File: src/rtl/deposito_pkg.sv
// Shared state encoding, default parameters and stock arithmetic helper for the cork store.
// No logic of its own.
package deposito_pkg;

    localparam int CAPACITY_DEF     = 20;
    localparam int LOW_LEVEL_DEF    = 5;
    localparam int EJECT_CYCLES_DEF = 4;

    localparam logic [1:0] ST_IDLE   = 2'b00;
    localparam logic [1:0] ST_EJECT  = 2'b01;
    localparam logic [1:0] ST_REFILL = 2'b10;

    // Saturating increment: never exceeds cap and never wraps.
    function automatic logic [4:0] sat_inc(input logic [4:0] value, input logic [4:0] cap);
        return (value < cap) ? value + 5'd1 : value;
    endfunction

endpackage

File: src/rtl/deposito_rolhas_if.sv
// Dispense/refill requests and stock status between the dispenser FSM and the cork store.
// master drives requests, slave (the store) reports status.
interface deposito_rolhas_if;
    logic       disp;
    logic       add_rolha;
    logic       rolha5;
    logic       eject;
    logic [4:0] stock;
    logic       full;
    logic       low;
    logic       empty;

    modport master (
        output disp, add_rolha,
        input  rolha5, eject, stock, full, low, empty
    );

    modport slave (
        input  disp, add_rolha,
        output rolha5, eject, stock, full, low, empty
    );
endinterface

File: src/rtl/detector_borda.sv
// 1-bit rising-edge detector: rise is high while level is 1 and was 0 at the previous clock.
// Output is combinational from level and one register; a held level yields one pulse.
module detector_borda (
    input  logic clk,
    input  logic rst_n,
    input  logic level,
    output logic rise
);
    logic prev;

    always_ff @(posedge clk or negedge rst_n) begin
        if (!rst_n) prev <= 1'b0;
        else        prev <= level;
    end

    assign rise = level & ~prev;
endmodule

File: src/rtl/deposito_rolhas.sv
// Cork store: counts stock, ejects one cork per dispense edge, accepts refills one per add edge.
// Dispense takes effect one clock after the edge; requests arriving while busy are dropped, not queued.
module deposito_rolhas
    import deposito_pkg::*;
#(
    parameter int CAPACITY     = CAPACITY_DEF,
    parameter int LOW_LEVEL    = LOW_LEVEL_DEF,
    parameter int EJECT_CYCLES = EJECT_CYCLES_DEF
) (
    input  logic              clk,
    input  logic              reset,
    deposito_rolhas_if.slave  bus
);
    localparam logic [4:0] CAP5   = 5'(CAPACITY);
    localparam logic [4:0] LOW5   = 5'(LOW_LEVEL);
    localparam logic [3:0] EJ_TOP = 4'(EJECT_CYCLES - 1);

    // Assertion is immediate; release is held off for two clocks.
    logic [1:0] rst_sync;
    logic       rst_n;

    always_ff @(posedge clk or negedge reset) begin
        if (!reset) rst_sync <= 2'b00;
        else        rst_sync <= {rst_sync[0], 1'b1};
    end

    assign rst_n = rst_sync[1];

    logic disp_edge;
    logic add_edge;

    detector_borda u_borda_disp (
        .clk   (clk),
        .rst_n (rst_n),
        .level (bus.disp),
        .rise  (disp_edge)
    );

    detector_borda u_borda_add (
        .clk   (clk),
        .rst_n (rst_n),
        .level (bus.add_rolha),
        .rise  (add_edge)
    );

    logic [1:0] state;
    logic [4:0] stock_q;
    logic [3:0] ej_cnt;
    logic       low_seen;

    always_ff @(posedge clk or negedge rst_n) begin
        if (!rst_n) begin
            state    <= ST_IDLE;
            stock_q  <= 5'd0;
            ej_cnt   <= 4'd0;
            low_seen <= 1'b0;
        end else begin
            case (state)
                ST_IDLE: begin
                    // Dispense wins over a simultaneous add; an empty dispense is ignored.
                    if (disp_edge) begin
                        if (stock_q != 5'd0) begin
                            stock_q <= stock_q - 5'd1;
                            ej_cnt  <= EJ_TOP;
                            state   <= ST_EJECT;
                        end
                    end else if (add_edge) begin
                        stock_q  <= sat_inc(stock_q, CAP5);
                        low_seen <= 1'b0;
                        state    <= ST_REFILL;
                    end
                end
                ST_EJECT: begin
                    if (ej_cnt == 4'd0) state  <= ST_IDLE;
                    else                ej_cnt <= ej_cnt - 4'd1;
                end
                ST_REFILL: begin
                    if (add_edge) stock_q <= sat_inc(stock_q, CAP5);
                    // Leave after add_rolha is sampled low on two consecutive clocks.
                    if (bus.add_rolha)  low_seen <= 1'b0;
                    else if (low_seen)  state    <= ST_IDLE;
                    else                low_seen <= 1'b1;
                end
                default: state <= ST_IDLE;
            endcase
        end
    end

    assign bus.eject  = (state == ST_EJECT);
    assign bus.rolha5 = (state == ST_IDLE) && (stock_q != 5'd0);
    assign bus.stock  = stock_q;
    assign bus.full   = (stock_q == CAP5);
    assign bus.low    = (stock_q < LOW5);
    assign bus.empty  = (stock_q == 5'd0);
endmodule

File: src/flat_wrapper.sv
// flat-port wrapper written by rule: the top's interface ports become plain ports
module deposito_rolhas_flat import deposito_pkg::*;
#(
    parameter int CAPACITY     = CAPACITY_DEF,
    parameter int LOW_LEVEL    = LOW_LEVEL_DEF,
    parameter int EJECT_CYCLES = EJECT_CYCLES_DEF
)
  (clk, reset, bus_disp, bus_add_rolha, bus_rolha5, bus_eject, bus_stock, bus_full, bus_low, bus_empty);
  deposito_rolhas_if bus_i ();
  input  logic clk;
  input  logic reset;
  input wire logic [$bits(bus_i.disp)-1:0] bus_disp;
  input wire logic [$bits(bus_i.add_rolha)-1:0] bus_add_rolha;
  output wire logic [$bits(bus_i.rolha5)-1:0] bus_rolha5;
  output wire logic [$bits(bus_i.eject)-1:0] bus_eject;
  output wire logic [$bits(bus_i.stock)-1:0] bus_stock;
  output wire logic [$bits(bus_i.full)-1:0] bus_full;
  output wire logic [$bits(bus_i.low)-1:0] bus_low;
  output wire logic [$bits(bus_i.empty)-1:0] bus_empty;
  assign bus_i.disp = bus_disp;
  assign bus_i.add_rolha = bus_add_rolha;
  assign bus_rolha5 = bus_i.rolha5;
  assign bus_eject = bus_i.eject;
  assign bus_stock = bus_i.stock;
  assign bus_full = bus_i.full;
  assign bus_low = bus_i.low;
  assign bus_empty = bus_i.empty;
  deposito_rolhas #(.CAPACITY(CAPACITY), .LOW_LEVEL(LOW_LEVEL), .EJECT_CYCLES(EJECT_CYCLES)) u_core (.clk(clk), .reset(reset), .bus(bus_i));
endmodule
File: config.mk
export PLATFORM = sky130hd
export DESIGN_NAME = deposito_rolhas_flat
export DESIGN_NICKNAME = d
export VERILOG_FILES = /design/src/rtl/deposito_pkg.sv /design/src/rtl/deposito_rolhas_if.sv /design/src/rtl/detector_borda.sv /design/src/rtl/deposito_rolhas.sv /design/src/flat_wrapper.sv
export SDC_FILE = /design/constraint.sdc
export NUM_CORES = 1
export LEC_CHECK = 0
export ABC_AREA = 1
export CORE_ASPECT_RATIO = 1.4
export CORE_UTILIZATION = 36
export CTS_BUF_LIST = sky130_fd_sc_hd__clkbuf_8
export CTS_CLUSTER_SIZE = 16
export DETAILED_ROUTE_END_ITERATION = 8
export PLACE_DENSITY = 0.6
export RECOVER_POWER = 50
export SLEW_MARGIN = 20
export SYNTH_ARGS = -nofsm -noshare
export SYNTH_HDL_FRONTEND = slang
export SYNTH_SLANG_ARGS = --single-unit
File: constraint.sdc
create_clock -name clk -period 3.4 [get_ports clk]
set_input_delay 0.68 -clock clk [delete_from_list [all_inputs] [get_ports clk]]
set_output_delay 0.68 -clock clk [all_outputs]
set_load 0.005 [all_outputs]
==> metrics.csv, run 1 <==
metric,value,unit
Final WS setup,0.942,ns
maxcap violations,0,
CTS Sinks,16,
Routed WL,1870,um
HP Class,reg2async,
CP max stage cell,clkdlybuf4s50_1,
Leak Pwr,0.621,nW
CP max FO,6,
RSZ-0062 raised after global routing,no,
min cycle time layout,2.46,ns
Setup WS pre-CTS,1.21,ns
starting density of the core,0.379,
Max Clock Freq,407,MHz
Final GP Congestion,0.873,
switch share,0.435,
post-synthesis instance total,137,
Slowest Stage Delay on Critical Path,0.52,ns
finished layout cell area,0.00120,mm^2
Hold Slack,0.230,ns
Die Y,64.1,um
H-tree Lvls,1,
Final #Nets,162,
post-route setup TNS,0,ns
reg2reg path depth,9,
# hold bufs at CTS,0,
CP endpoint kind,output pin,
Remaining DRCs,0,
"Seq/Total Area, Yosys",0.404,
vias,861,
Clock Tree Buf Depth,2,
root buf cell,clkbuf_8,
Sequential Power Share,0.335,
# rows,22,
first-pass GRT wire length,3220,um
area growth from synthesis to layout,21.1,%
#FFs+latches synth,16,
final antenna diode count,0,
core area,0.00262,mm^2
CTS tree,yes,
# port buffers,13,
Worst VDD drop,0.411,mV
Finished Core Util,0.459,
DRT iter0 DRCs,14,
clk_skew,0.00173,ns
WP data arrival,1.78,ns
initial antenna violation count,0,
number of enable flip-flop cells after synthesis,0,
Reg area,400,um^2
"Req. time, crit path",2.72,ns
pin count of the biggest net entering global routing,15,
"CP delay by family, top",buffers and inverters,
"Setup violations, final",0,
Overall Power,0.990,mW
buffers and inverters on the worst path,2,
crit-path cells,"inv_1, ha_1, nand2_4, nor2_4, clkdlybuf4s50_1",
"Avg Cell Area, Syn",7.24,um^2
DP HPWL,1500,um
clock-pin slew on the worst setup and hold paths,0.06,ns
vias in the first global route,797,
First-pass DRT Iterations,4,
Placed Area,0.00117,mm^2
max_slew headroom,0.628,
Final ANT Viol Nets,0,
Layout fillers,282,
status,"complete, no violations",
Max Slew Vio Count,0,
part of the power in combinational logic,0.525,
post-cts resize count,0,
critical path start-end classification,reg2out,
Congestion Overflow GR,0,
worst skew pair latency,0.24,ns
vias per cell,4.56,
die width,46.4,um
wire length per cell,9.89,um
setup bufs post-CTS,0,
pwr dens,824,mW/mm^2
Pint,0.559,mW
Clock Power Share,0.140,
Layout Cells excl Fill,189,
dpl cells,186,
Syn Std Cell Area,992,um^2
Tightest Pin Transition,0.558,ns
post-route clock period utilization,0.723,
syn nets,144,
prevailing post-synth register cell,dfrtp_1,
Crit path depth,5,
Worst setup SP type,flop,
total track usage,0.146,
Psw,0.431,mW
Netlist cell types,21,
io pins,14,
Synthesis Warnings,0,
footprint of the multi-input gates,495,um^2
share of cells above drive strength 1,0.131,
Fin. Hold Viols,0,
Die ar.,0.00297,mm^2
total CTS buffers,3,
ys async rst share,1.00,
-- flip-flops by register name (all words and copies together) (netlist names) --
signal and flops:
u_core.low_seen 1, u_core.bus.stock 5, u_core.u_borda_disp.prev 1, u_core.u_borda_add.prev 1, u_core.rst_sync 2, u_core.state 2, u_core.ej_cnt 4
-- power groups by stage --
stage / Clock (mW) / Sequential (mW) / Combinational, mW
final: 0.138 / 0.332 / 0.520
after detailed placement: 0 / 0.337 / 0.529
after floorplan: 0 / 0.323 / 0.373
after global routing: 0.151 / 0.344 / 0.599
after global placement: 0 / 0.334 / 0.527
after CTS: 0.143 / 0.335 / 0.533
-- cells in the final DEF, fill, tap and decap left out --
cell type         n
nor2_1           17
nand2_1          36
ha_1              3
conb_1            1
a21oi_1           3
o21ai_0           5
and3_1            1
nand2_2           6
nand4_1           1
clkbuf_8          3
o21bai_1          1
o21ai_2           1
inv_4             1
dlygate4sd3_1     3
nor3_1            2
o21ai_1           3
nand2_4           3
o211ai_1          1
nand3_1          12
nor2_4            2
dfrtp_1          16
clkdlybuf4s50_1  10
inv_2             4
inv_1            18
-- synthesized netlist by cell type (4+ instances only) --
cell type / number / area [um^2]
inv_2: 4 / 15.0
nand2_1: 36 / 135
nand3_1: 12 / 60.1
nor2_1: 16 / 60.1
o21ai_0: 5 / 25.0
nand2_2: 6 / 37.5
dfrtp_1: 16 / 400
inv_1: 18 / 67.6
-- kinds of logic after synthesis --
kind of cell,after synthesis,synth area share
flip-flops,16,0.404
adder cells (fa/ha/maj),3,0.0378
AND/OR/NAND/NOR,80,0.386
buffers and inverters,23,0.0895
AO/OA/AOI/OAI,14,0.0794
other,1,0.00378
-- final timing paths --
check,from,to,slack [ns]
max in group asynchronous,reset,u_core.rst_sync[1]$_DFF_PN0_,2.62
setup reg to reg,u_core.bus.stock[0]$_DFFE_PN0P_,u_core.bus.stock[2]$_DFFE_PN0P_,1.93
min in group clk,u_core.rst_sync[0]$_DFF_PN0_,u_core.rst_sync[1]$_DFF_PN0_,0.36
setup / recovery,u_core.bus.stock[0]$_DFFE_PN0P_,bus_empty,0.94
hold reg to reg,u_core.rst_sync[1]$_DFF_PN0_,u_core.u_borda_add.prev$_DFF_PN0_,0.23
hold / removal,u_core.rst_sync[1]$_DFF_PN0_,u_core.u_borda_add.prev$_DFF_PN0_,0.23
-- metal layers --
layer  GRT usage  up-vias  part of all wire
li1            -      455                 -
met1       0.182      383              0.46
met2       0.247       19              0.49
met3      0.0169        4             0.031
met4      0.0551        0             0.016
met5           0        -                 0
-- final cells by class --
cell class / count / share of cell area
inverters: 23 / 0.0740
well taps: 36 / 0.0375
repair buffers: 13 / 0.108
clock buffers: 3 / 0.0344
multi-input cells: 98 / 0.413
flip-flops and latches: 16 / 0.333
-- worst reg2reg max path, stage by stage (launching register included) --
cell and delay (ns):
dfrtp_1 0.42, inv_1 0.10, ha_1 0.25, nand2_4 0.09, nor2_4 0.15, nand2_4 0.07
nand2_4 0.11, nor2_1 0.06, nand2_1 0.07, nand2_1 0.05
Power figures use the tool's default switching activity.
==> run 2: changes to the inputs <==
- PLACE_DENSITY: 0.6 -> 0.62
- clock period: 3.4 -> 2.07 ns (I/O delays scaled with it)
==> run 2 against run 1 <==
Compared with the run above:
- worst setup slack lost 0.87 ns
- via count grew 5.0%
- power grew 73%
- count of clock-buffer cells in the layout is the same
- core utilization grew 1.4 points
- clock skew is essentially flat
- register-to-register slack lost 1.2 ns
- clock power grew 64%
- die area is the same
- non-clock buffer count grew 2
- sequential share of layout area shrank 0.98 points
- final cell count grew 1.1%
- critical endpoint is now bus_rolha5
==> metrics.csv, run 2 (synthesis gave the netlist of run 1 again) <==
metric,value,unit
status,"complete, no violations",
starting density of the core,0.379,
CTS tree,yes,
share of cells above drive strength 1,0.168,
post-route setup TNS,0,ns
io pins,14,
setup bufs post-CTS,0,
CP endpoint kind,output pin,
Max Slew Vio Count,0,
"Setup violations, final",0,
root buf cell,clkbuf_8,
Remaining DRCs,0,
die width,46.4,um
initial antenna violation count,0,
reg2reg path depth,9,
Final ANT Viol Nets,0,
# rows,22,
Clock Tree Buf Depth,2,
Tightest Pin Transition,0.553,ns
worst skew pair latency,0.25,ns
post-route clock period utilization,0.964,
Leak Pwr,0.636,nW
H-tree Lvls,1,
Worst VDD drop,0.686,mV
WP data arrival,1.58,ns
layer with the highest usage,met2,
Die ar.,0.00297,mm^2
min cycle time layout,2.00,ns
met3 usage,0.0169,
Die Y,64.1,um
Routed WL,1980,um
max_slew headroom,0.631,
First-pass DRT Iterations,4,
CTS Sinks,16,
wire length per cell,10.4,um
core area,0.00262,mm^2
vias in the first global route,882,
Crit. Startpoint,u_core.bus.stock[0]$_DFFE_PN0P_,
total track usage,0.161,
clk_skew,0.00163,ns
Fin. Hold Viols,0,
met1 Use GR,0.196,
vias,904,
"Req. time, crit path",1.66,ns
pin count of the biggest net entering global routing,15,
pwr dens,1380,mW/mm^2
"commonest non-fill, non-tap cell in the layout",nand2_1,
first-pass GRT wire length,3570,um
area growth from synthesis to layout,24.7,%
vias per cell,4.73,
max FFs per register,5,
Congestion Overflow GR,0,
Final #Nets,164,
# hold bufs at CTS,0,
met2 Track Usage GR,0.269,
clock-pin slew on the worst setup and hold paths,0.06,ns
maxcap violations,0,
Worst setup SP type,flop,
DP HPWL,1540,um
most frequent cells in the layout,"36 x nand2_1, 17 x inv_1, 16 x dfrtp_1",
total CTS buffers,3,
critical path start-end classification,reg2out,
HP Class,reg2async,
CP max FO,3,
Max Clock Freq,501,MHz
Setup WS pre-CTS,0.213,ns
Overall Power,1.71,mW
RSZ-0062 raised after global routing,no,
Final GP Congestion,0.854,
final antenna diode count,0,
DRT iter0 DRCs,17,
reg2reg start,u_core.bus.stock[0]$_DFFE_PN0P_,
Final WS setup,0.0744,ns
# port buffers,13,
## run 2: report_power, final
group / total [mW] / internal [mW] / switching (mW) / leakage, nW
clock network: 0.227 / 0.129 / 0.0979 / 0.0216
registers: 0.525 / 0.422 / 0.103 / 0.191
logic: 0.960 / 0.419 / 0.541 / 0.423
total: 1.71 / 0.970 / 0.742 / 0.636
## run 2: layout make-up
type                    count  area (um^2)
clock buffers               3         41.3
fillers                   271         1380
inverters                  23         88.8
multi-input cells          98          518
flip-flops and latches     16          400
well taps                  36         45.0
repair buffers             15          144
## run 2: final timing paths
| check | slack (ns) | to |
|---|---|---|
| worst max-delay path | 0.07 | bus_rolha5 |
| worst min-delay path | 0.23 | u_core.u_borda_disp.prev$_DFF_PN0_ |
| worst max register to register | 0.77 | u_core.bus.stock[0]$_DFFE_PN0P_ |
| worst min register to register | 0.23 | u_core.u_borda_disp.prev$_DFF_PN0_ |
| max in group asynchronous | 1.48 | u_core.bus.stock[2]$_DFFE_PN0P_ |
| min in group clk | 0.35 | u_core.rst_sync[1]$_DFF_PN0_ |
## run 2: per-layer routing
layer | share of wire | vias to the layer above
met5 | 0 | -
met4 | 0.022 | 0
met3 | 0.028 | 5
met2 | 0.51 | 16
met1 | 0.44 | 420
li1 | - | 463
## run 2: through the flow
step	cell area, um^2	std cells	hold slack [ns]	util
after floorplan	992	137	0.118	-
after CTS	1230	191	0.260	0.472
after global routing	1240	191	0.296	0.473
after global placement	1180	188	0.245	0.452
final	1240	191	0.227	0.473
after detailed placement	1180	188	0.257	0.452
## run 2: repair_timing
item,in CTS,in global routing
endpoints found under the hold margin,0,0
endpoints found under the setup margin,2,3
gates resized for setup,3,2
## run 2: worst max-delay path, cell delays in order, from the launching register on
cell	delay (ns)
dfrtp_1	0.38
inv_2	0.08
ha_4	0.16
nand2_4	0.07
nor2_4	0.15
nor2_1	0.05
clkdlybuf4s50_1	0.44
==> run 3: changes to the inputs <==
- CORE_MARGIN: default -> 2
==> run 3 against run 2 <==
Compared with the run above:
- via count decreased by 1.4%
- clock skew rose by 0.0030 ns
- clock power rose by 23%
- sequential power hardly changed
- count of clock-buffer cells in the layout increased by 1
- non-clock buffer count did not move
- register-to-register slack lost 0.07 ns
- first-iteration DRC count up 82%
==> metrics.csv, run 3 (synthesis gave the netlist of run 1 again) <==
metric,value,unit
Fin. Hold Viols,0,
WP data arrival,1.57,ns
setup bufs post-CTS,0,
CTS Sinks,16,
Layout fillers,274,
share of cells above drive strength 1,0.173,
Placed Area,0.00118,mm^2
Finished Core Util,0.478,
io pins,14,
pwr dens,1400,mW/mm^2
highest routed layer,met4,
Max Slew Vio Count,0,
DP HPWL,1500,um
Final ANT Viol Nets,0,
buffers and inverters on the worst path,2,
post-route clock period utilization,0.958,
HP Class,reg2async,
Tightest Pin Transition,0.567,ns
Setup WS pre-CTS,0.218,ns
part of the power in combinational logic,0.542,
max FFs per register,5,
CP max stage cell,clkdlybuf4s50_1,
area growth from synthesis to layout,26.1,%
"Req. time, crit path",1.66,ns
maxcap violations,0,
Max Clock Freq,504,MHz
Remaining DRCs,0,
Met3 Wirelength,57,um
first-pass GRT wire length,3590,um
max_slew headroom,0.622,
CP dominant cell by count,nor2_1,
# rows,22,
worst skew pair latency,0.26,ns
Pint,1.01,mW
Sequential Power Share,0.299,
Final WS setup,0.0876,ns
wl on met1,916,um
total CTS buffers,3,
"Setup violations, final",0,
core area,0.00262,mm^2
Psw,0.748,mW
Final GP Congestion,0.877,
Worst setup SP type,flop,
clk_skew,0.00468,ns
root buf cell,clkbuf_8,
min cycle time layout,1.98,ns
status,"complete, no violations",
Routed WL,1990,um
finished layout cell area,0.00125,mm^2
Die Y,66.1,um
DRT iter0 DRCs,31,
"commonest non-fill, non-tap cell in the layout",nand2_1,
CTS tree,yes,
Final #Nets,164,
Slowest Stage Delay on Critical Path,0.50,ns
RSZ-0062 raised after global routing,no,
wire length per cell,10.3,um
Clock Tree Buf Depth,2,
Clock Power Share,0.160,
Leak Pwr,0.666,nW
total track usage,0.143,
final antenna diode count,0,
die width,48.4,um
vias,891,
vias per cell,4.64,
starting density of the core,0.379,
switch share,0.426,
# hold bufs at CTS,0,
clock-pin slew on the worst setup and hold paths,0.07,ns
CP endpoint kind,output pin,
crit-path cells,"buf_4, nor2_2, nor2_1, nor2_1, clkdlybuf4s50_1",
post-route setup TNS,0,ns
DR WL met2,978,um
most frequent cells in the layout,"36 x nand2_1, 17 x inv_1, 16 x nor2_1",
Congestion Overflow GR,0,
initial antenna violation count,0,
Worst VDD drop,0.554,mV
pin count of the biggest net entering global routing,15,
CP max FO,6,
First-pass DRT Iterations,4,
critical path start-end classification,reg2out,
Die ar.,0.00320,mm^2
"CP delay by family, top",buffers and inverters,
H-tree Lvls,1,
# port buffers,13,
vias in the first global route,868,
[run 3: cell types whose count changed in the layout (fill, tap and decap cells not counted)]
| cell | before | now |
|---|---|---|
| clkbuf_8 | 3 | 4 |
| dlymetal6s2s_1 | 0 | 2 |
| dfrtp_1 | 16 | 15 |
| clkdlybuf4s50_1 | 9 | 8 |
| dlygate4sd2_1 | 1 | 0 |
| nor2_4 | 3 | 2 |
| nor2_1 | 15 | 16 |
| dfrtp_2 | 0 | 1 |
[run 3: per-layer routing]
layer  up-vias  global-route usage
met2        16               0.255
li1        462                   -
met5         -                   0
met4         0              0.0786
met3         3              0.0158
met1       410               0.168
[run 3: worst paths after layout]
path / to / slack (ns) / startpoint / depth (start not counted)
worst max-delay path: bus_low / 0.09 / u_core.bus.stock[1]$_DFFE_PN0P_ / 5
worst min-delay path: u_core.u_borda_disp.prev$_DFF_PN0_ / 0.23 / u_core.rst_sync[1]$_DFF_PN0_ / 0
worst max register to register: u_core.bus.stock[2]$_DFFE_PN0P_ / 0.70 / u_core.state[0]$_DFFE_PN0P_ / 8
worst min register to register: u_core.u_borda_disp.prev$_DFF_PN0_ / 0.23 / u_core.rst_sync[1]$_DFF_PN0_ / 0
max in group asynchronous: u_core.bus.stock[3]$_DFFE_PN0P_ / 1.42 / u_core.rst_sync[1]$_DFF_PN0_ / 0
min in group clk: u_core.rst_sync[1]$_DFF_PN0_ / 0.36 / u_core.rst_sync[0]$_DFF_PN0_ / 0
[run 3: area by class of cell]
type                            count  area, um^2  area share
Multi-Input combinational cell     98         510       0.408
Sequential cell                    16         402       0.321
Timing Repair Buffer               15         150       0.120
Inverter                           23        88.8      0.0710
Clock buffer                        4        55.1      0.0440
Tap cell                           36        45.0      0.0360
[run 3: through the flow]
| step | hold WS, ns | power (mW) | std cells |
|---|---|---|---|
| floorplan | 0.118 | 1.14 | 137 |
| global placement | 0.245 | 1.44 | 188 |
| detailed placement | 0.259 | 1.45 | 188 |
| CTS | 0.265 | 1.77 | 192 |
| global route | 0.305 | 1.94 | 192 |
| finish | 0.234 | 1.76 | 192 |
[run 3: repair_timing]
action | CTS | global route
pin swaps | 1 | 0
gates resized for setup | 2 | 5
setup endpoints to repair | 2 | 4
[run 3: power groups by stage]
stage,logic [mW],registers (mW),clock network (mW)
3_3_place_gp,0.908,0.527,0
6_report,0.951,0.524,0.280
2_1_floorplan,0.612,0.531,0
5_1_grt,1.10,0.542,0.296
4_1_cts,0.963,0.523,0.286
3_5_place_dp,0.925,0.528,0
